===== src/rtl/conv2d_pkg.sv =====
`default_nettype none
// ============================================================================
// Module      : conv2d_pkg
// Description : Shared types and helpers for the conv2d frame controller.
// Revision    : 1.0 - initial release
// ============================================================================
package conv2d_pkg;

    typedef enum logic [2:0] {IDLE, FLUSH, STREAM, DRAIN, DONE} frame_state_t;

    function automatic int win_per_frame(input int n, input int k);
        return (n - k + 1) * (n - k + 1);
    endfunction

endpackage
`default_nettype wire


===== src/rtl/conv2d_frame_ctrl_credit.sv =====
`default_nettype none
// ============================================================================
// Module      : credit_counter
// Description : Downstream window-slot credit pool, saturating at CREDITS.
// Revision    : 1.0 - initial release
// ============================================================================
module credit_counter #(
    parameter int CREDITS = 4
) (
    input  logic                           clk,
    input  logic                           clear,
    input  logic                           i_reserve,
    input  logic                           i_return,
    output logic [$clog2(CREDITS+1)-1:0]   o_avail,
    output logic                           o_overflow
);
    localparam int CW = $clog2(CREDITS + 1);
    localparam logic [CW-1:0] C_FULL = CW'(CREDITS);

    logic [CW-1:0] r_cnt;

    // A return with nothing outstanding is a protocol error; the pool holds.
    assign o_overflow = i_return && !i_reserve && (r_cnt == C_FULL);
    assign o_avail    = r_cnt;

    always_ff @(posedge clk or posedge clear) begin
        if (clear) begin
            r_cnt <= C_FULL;
        end else if (i_reserve && !i_return) begin
            r_cnt <= r_cnt - 1'b1;
        end else if (i_return && !i_reserve && (r_cnt != C_FULL)) begin
            r_cnt <= r_cnt + 1'b1;
        end
    end

endmodule
`default_nettype wire


===== src/rtl/conv2d_frame_ctrl.sv =====
`default_nettype none
// ============================================================================
// Module      : conv2d_frame_ctrl
// Description : Frame sequencer and credit throttle in front of the window buffer.
// Revision    : 1.0 - initial release
// ============================================================================
module conv2d_frame_ctrl #(
    parameter int N_IMAGE  = 8,
    parameter int K_KERNEL = 3,
    parameter int BWD      = 8,
    parameter int CREDITS  = 4
) (
    input  logic           clk,
    input  logic           clear,
    input  logic           i_start,
    input  logic [7:0]     i_num_frames,
    input  logic [BWD-1:0] s_data,
    input  logic           s_valid,
    output logic           s_ready,
    output logic [BWD-1:0] o_buf_data,
    output logic           o_buf_valid,
    output logic           o_buf_clear,
    input  logic           i_win_valid,
    input  logic           i_win_end,
    input  logic           i_credit_ret,
    output logic           o_busy,
    output logic           o_frame_done,
    output logic           o_done,
    output logic           o_err
);
    import conv2d_pkg::*;

    localparam int PW  = (N_IMAGE > 1) ? $clog2(N_IMAGE) : 1;
    localparam int CW  = $clog2(CREDITS + 1);
    localparam int WW  = $clog2(N_IMAGE * N_IMAGE + 1);
    localparam int WPF = win_per_frame(N_IMAGE, K_KERNEL);

    localparam logic [PW-1:0] C_LAST = PW'(N_IMAGE - 1);
    localparam logic [PW-1:0] C_KM1  = PW'(K_KERNEL - 1);
    localparam logic [WW-1:0] C_WPF  = WW'(WPF);

    frame_state_t   r_state;
    frame_state_t   w_next;
    logic [7:0]     r_frames_left;
    logic [PW-1:0]  r_row;
    logic [PW-1:0]  r_col;
    logic [WW-1:0]  r_win_cnt;
    logic [BWD-1:0] r_buf_data;
    logic           r_buf_valid;
    logic           r_err;

    logic           w_completes;
    logic           w_hs;
    logic           w_last_px;
    logic [CW-1:0]  w_avail;
    logic           w_overflow;
    logic           w_win_state;
    logic           w_cnt_bad;
    logic           w_stray;
    logic           w_err_clr;

    credit_counter #(.CREDITS(CREDITS)) u_credit (
        .clk        (clk),
        .clear      (clear),
        .i_reserve  (w_hs && w_completes),
        .i_return   (i_credit_ret),
        .o_avail    (w_avail),
        .o_overflow (w_overflow)
    );

    // Only window-completing pixels consume a slot, so only they wait on credit.
    assign w_completes = (r_col >= C_KM1) && (r_row >= C_KM1);
    assign s_ready     = (r_state == STREAM) && (!w_completes || (w_avail != '0));
    assign w_hs        = s_valid && s_ready;
    assign w_last_px   = (r_row == C_LAST) && (r_col == C_LAST);

    assign w_win_state = (r_state == STREAM) || (r_state == DRAIN);
    assign w_cnt_bad   = i_win_end && w_win_state &&
                         ((r_win_cnt + WW'(i_win_valid)) != C_WPF);
    assign w_stray     = !w_win_state && (i_win_valid || i_win_end);
    assign w_err_clr   = (r_state == IDLE) && i_start;

    assign o_buf_data  = r_buf_data;
    assign o_buf_valid = r_buf_valid;
    assign o_busy      = (r_state != IDLE);
    assign o_err       = r_err;

    always_ff @(posedge clk or posedge clear) begin
        if (clear) begin
            r_state <= IDLE;
        end else begin
            r_state <= w_next;
        end
    end

    always_comb begin
        w_next       = r_state;
        o_buf_clear  = 1'b0;
        o_frame_done = 1'b0;
        o_done       = 1'b0;
        case (r_state)
            IDLE:   if (i_start) w_next = (i_num_frames != 8'd0) ? FLUSH : DONE;
            FLUSH: begin
                o_buf_clear = 1'b1;
                w_next      = STREAM;
            end
            STREAM: if (w_hs && w_last_px) w_next = DRAIN;
            DRAIN: begin
                if (i_win_end) begin
                    o_frame_done = 1'b1;
                    w_next       = (r_frames_left != 8'd1) ? FLUSH : DONE;
                end
            end
            DONE: begin
                o_done = 1'b1;
                w_next = IDLE;
            end
            default: w_next = IDLE;
        endcase
    end

    always_ff @(posedge clk or posedge clear) begin
        if (clear) begin
            r_frames_left <= 8'd0;
            r_row         <= '0;
            r_col         <= '0;
            r_win_cnt     <= '0;
            r_buf_data    <= '0;
            r_buf_valid   <= 1'b0;
            r_err         <= 1'b0;
        end else begin
            r_buf_valid <= w_hs;
            if (w_hs) begin
                r_buf_data <= s_data;
            end
            r_err <= (r_err && !w_err_clr) || w_cnt_bad || w_stray || w_overflow;
            case (r_state)
                IDLE: if (i_start) r_frames_left <= i_num_frames;
                FLUSH: begin
                    r_row     <= '0;
                    r_col     <= '0;
                    r_win_cnt <= '0;
                end
                STREAM: begin
                    if (i_win_valid) r_win_cnt <= r_win_cnt + 1'b1;
                    if (w_hs) begin
                        if (r_col == C_LAST) begin
                            r_col <= '0;
                            r_row <= r_row + 1'b1;
                        end else begin
                            r_col <= r_col + 1'b1;
                        end
                    end
                end
                DRAIN: begin
                    if (i_win_valid) r_win_cnt <= r_win_cnt + 1'b1;
                    if (i_win_end) r_frames_left <= r_frames_left - 8'd1;
                end
                default: ;
            endcase
        end
    end

endmodule
`default_nettype wire


===== config.mk =====
export PLATFORM = sky130hd
export DESIGN_NAME = conv2d_frame_ctrl
export DESIGN_NICKNAME = d
export VERILOG_FILES = /design/src/rtl/conv2d_pkg.sv /design/src/rtl/conv2d_frame_ctrl_credit.sv /design/src/rtl/conv2d_frame_ctrl.sv
export SDC_FILE = /design/constraint.sdc
export NUM_CORES = 1
export LEC_CHECK = 0
export ABC_AREA = 1
export CAP_MARGIN = 20
export CORE_ASPECT_RATIO = 0.6
export CORE_MARGIN = 2
export CORE_UTILIZATION = 40
export CTS_CLUSTER_DIAMETER = 80
export CTS_CLUSTER_SIZE = 10
export DETAILED_ROUTE_END_ITERATION = 8
export GPL_TIMING_DRIVEN = 0
export MAX_ROUTING_LAYER = met4
export PLACE_DENSITY = 0.6
export SLEW_MARGIN = 20
export SYNTH_ARGS = -nofsm -noshare
export SYNTH_HDL_FRONTEND = slang
export SYNTH_SLANG_ARGS = --single-unit

===== constraint.sdc =====
create_clock -name clk -period 2.4 [get_ports clk]
set_input_delay 0.6 -clock clk [delete_from_list [all_inputs] [get_ports clk]]
set_output_delay 0.6 -clock clk [all_outputs]
set_load 0.02 [all_outputs]

==> metrics.md <==
| Metric | Value |
|---|---|
| Hold EP | `u_credit.o_avail[2]` |
| Slowest stage cell, crit path | `clkdlybuf4s50_1` |
| Initial Util | `0.422` |
| Post-synthesis cell area | `0.00217 mm^2` |
| Yosys warning count | `0` |
| Synthesized Nets | `approximately 320` |
| Worst hold stages | `2` |
| Main synth FF type | `dfrtp_1` |
| Worst Setup SP | `r_state[0]` |
| Leakage | `1.40 nW` |
| Final worst path period share | `0.952` |
| Worst r2r src | `r_col[0]` |
| Synth Area per Inst | `7.73 um^2` |
| Final Slew Violations | `0` |
| Cells after Synth | `about 280` |
| CP peak stage delay | `0.54 ns` |
| I/O pin count | `38` |
| Latest clock arrival within the worst-skew pair | `0.28 ns` |
| Clk slew on worst S/H paths | `0.07 ns` |
| Port Buffers | `37` |
| Vias | `1,884` |
| Core area | `0.00515 mm^2` |
| Reg2reg end | `u_credit.o_avail[2]` |
| Arrival time at the worst endpoint | `1.68 ns` |
| Cell Pwr Density | `1030 mW/mm^2` |
| Drt first pass iters | `4` |
| Post-CTS setup buffers | `0` |
| Yosys top cell by area | `dfrtp_1` |
| CTS sink cnt | `37` |
| Synth cell types | `34` |
| Gpl congestion | `0.864` |
| Post-Route Setup TNS | `0 ns` |
| Startpoint types | `flip-flop` |
| Area grow syn2layout | `25.6%` |
| Hold_ws | `0.474 ns` |
| Hold Crit Start | `u_credit.o_avail[2]` |
| Most frequent cells in the layout | `nand2_1 (80), inv_1 (36), dfrtp_1 (35), clkdlybuf4s50_1 (34), nor2_1 (22)` |
| Commonest non-fill, non-tap cell in the layout | `nand2_1` |
| Crit Path Max Fanout | `3` |
| Initial drt markers | `93` |
| WL/cell | `12.2 um` |
| Clk root buf | `clkbuf_8` |
| Slew headroom | `0.647` |
| ANT nets after route | `0` |
| Hold buffers post-CTS | `0` |
| Layout cells sized above 1 | `0.0826` |
| Fin crit period | `2.28 ns` |
| Antenna Cells | `0` |
| Core Rows | `20` |
| Worst r2r path cells | `13` |
| R2R Setup Slk | `0.48 ns` |
| Initial antenna violation count | `0` |
| Final Hold Vio Count | `0` |
| FMAX | `438 MHz` |
| RSZ-0062 raised after global routing | `false` |
| Die Y | `slightly above 60 um` |
| Post-DP HPWL | `3780 um` |
| Number of flops mapped to enable cells by yosys | `0` |
| Crit path kind | `flip-flop to output pin` |
| Max-cap violation count | `0` |
| Die X | `around 100 um` |
| Slew @ Worst Pin | `0.525 ns` |
| DRC violations left | `0` |
| Gr ovfl total | `0` |
| H-Tree Depth | `2` |
| Setup violators final | `0` |
| Synth top area share | `0.415` |
| Fillers | `around 520` |
| CTS tree | `built` |
| Required @ worst endpoint | `~1.8 ns` |
| Clock buffer depth | `2` |
| Vias in the first global route | `1,718` |
| Sequential share of the synthesized area | `0.427` |
| Asr flop ratio synth | `1.00` |
| Ranking of synthesized cells by area | `dfrtp_1 (41%), nand2_1 (14%), inv_1 (6.4%), ha_1 (6.3%), o21ai_0 (4.8%)` |
| Largest net degree at the start of global routing | `31` |
| Worst hold path class | `flip-flop to flip-flop` |
| Maximum vdd drop | `0.000526 V` |
| Status | `finished clean` |
| Post-Route WL | `4800 um` |
| All-Layer GR Usage | `0.180` |
| Die Footprint | `0.00606 mm^2` |
| Vias/cell | `4.79` |
| Clock Skew | `0.00399 ns` |
| First-pass GRT wire length | `8220 um` |
| Cell Chain, Critical Path | `inv_4 -> nand2_2 -> nor2_1 -> inv_1 -> clkdlybuf4s50_1` |
| Fin nets | `361` |
| TritonCTS buffer count | `5` |
| CP endpoint kind | `output pin` |
| Synthesized flop and latch total | `37` |
## worst max path at each step
| stage | cells after the start | end |
|---|---|---|
| after floorplan | 13 | u_credit.o_avail[1] |
| after CTS | 5 | o_buf_clear |
| after detailed placement | 4 | o_frame_done |
| after global placement | 4 | o_frame_done |
| final | 5 | o_busy |
| after global routing | 5 | o_busy |
## layout make-up
type | count | area [um^2] | share of cell area
Multi-Input combinational cell | 199 | 1060 | 0.388
Sequential cell | 37 | 928 | 0.340
Timing Repair Buffer | 38 | 392 | 0.144
Inverter | 41 | 159 | 0.0582
Tap cell | 66 | 82.6 | 0.0303
Clock buffer | 8 | 80.1 | 0.0293
Buffer | 4 | 28.8 | 0.0105
## power breakdown
| part | switching [mW] | total, mW | internal, mW |
|---|---|---|---|
| logic | 0.839 | 1.39 | 0.549 |
| registers | 0.175 | 1.02 | 0.844 |
| clock network | 0.210 | 0.416 | 0.206 |
## sequential cells by signal (all words and copies together), names as in the netlist
| name | flops |
|---|---|
| r_frames_left | 8 |
| r_win_cnt | 7 |
| o_buf_valid | 1 |
| u_credit.o_avail | 3 |
| o_buf_data | 8 |
| r_row | 3 |
| r_state | 3 |
| o_err | 1 |
| r_col | 3 |
## worst max-delay path, delay by kind of cell (launching register included)
| family | cells | cell delay (ns) |
|---|---|---|
| buf+inv | 3 | 0.75 |
| flops | 1 | 0.46 |
| simple gates | 2 | 0.20 |
## stage by stage
stage | instances | setup WS [ns] | total power [mW] | instance area, um^2 | util
after floorplan | 281 | 0.656 | 1.95 | 2170 | -
after global placement | 384 | -0.144 | 2.42 | 2630 | 0.509
after detailed placement | 385 | -0.144 | 2.43 | 2650 | 0.513
after CTS | 393 | 0.00337 | 2.85 | 2730 | 0.529
after global routing | 393 | 0.0165 | 3.08 | 2730 | 0.529
final | 393 | 0.116 | 2.82 | 2730 | 0.529
## cell families (layout without fill, tap and decap cells)
group | count (synthesis) | after routing | share of synthesized area
and+or+nand+nor | 145 | 145 | 0.304
buffers and inverters | 45 | 91 | 0.0864
AOI/OAI and AO/OA | 41 | 41 | 0.107
DFF | 37 | 37 | 0.427
adders and majority gates | 12 | 12 | 0.0725
xor gates and xnor gates | 1 | 1 | 0.00403
## what timing repair did
item	CTS	global route
cloned	0	0
endpoints found under the setup margin	3	2
resized for setup	3	2
## layer usage
layer | up-vias | part of all wire | global-route usage
li1 | 991 | - | -
met1 | 838 | 0.57 | 0.287
met2 | 53 | 0.35 | 0.227
met3 | 2 | 0.074 | 0.0465
met4 | 0 | 0.0017 | 0.0235
met5 | - | 0 | -
## synthesized netlist by cell type, types with 3 or more instances
master    number
nor2_1        22
a21oi_1        7
o211ai_1       3
inv_1         37
nand2_2        5
nand3_1       18
nand4_1        3
nor3_1         8
nand2_1       80
dfrtp_1       36
ha_1          11
o21ai_0       21
No activity file was read; power rests on OpenSTA's default activity.
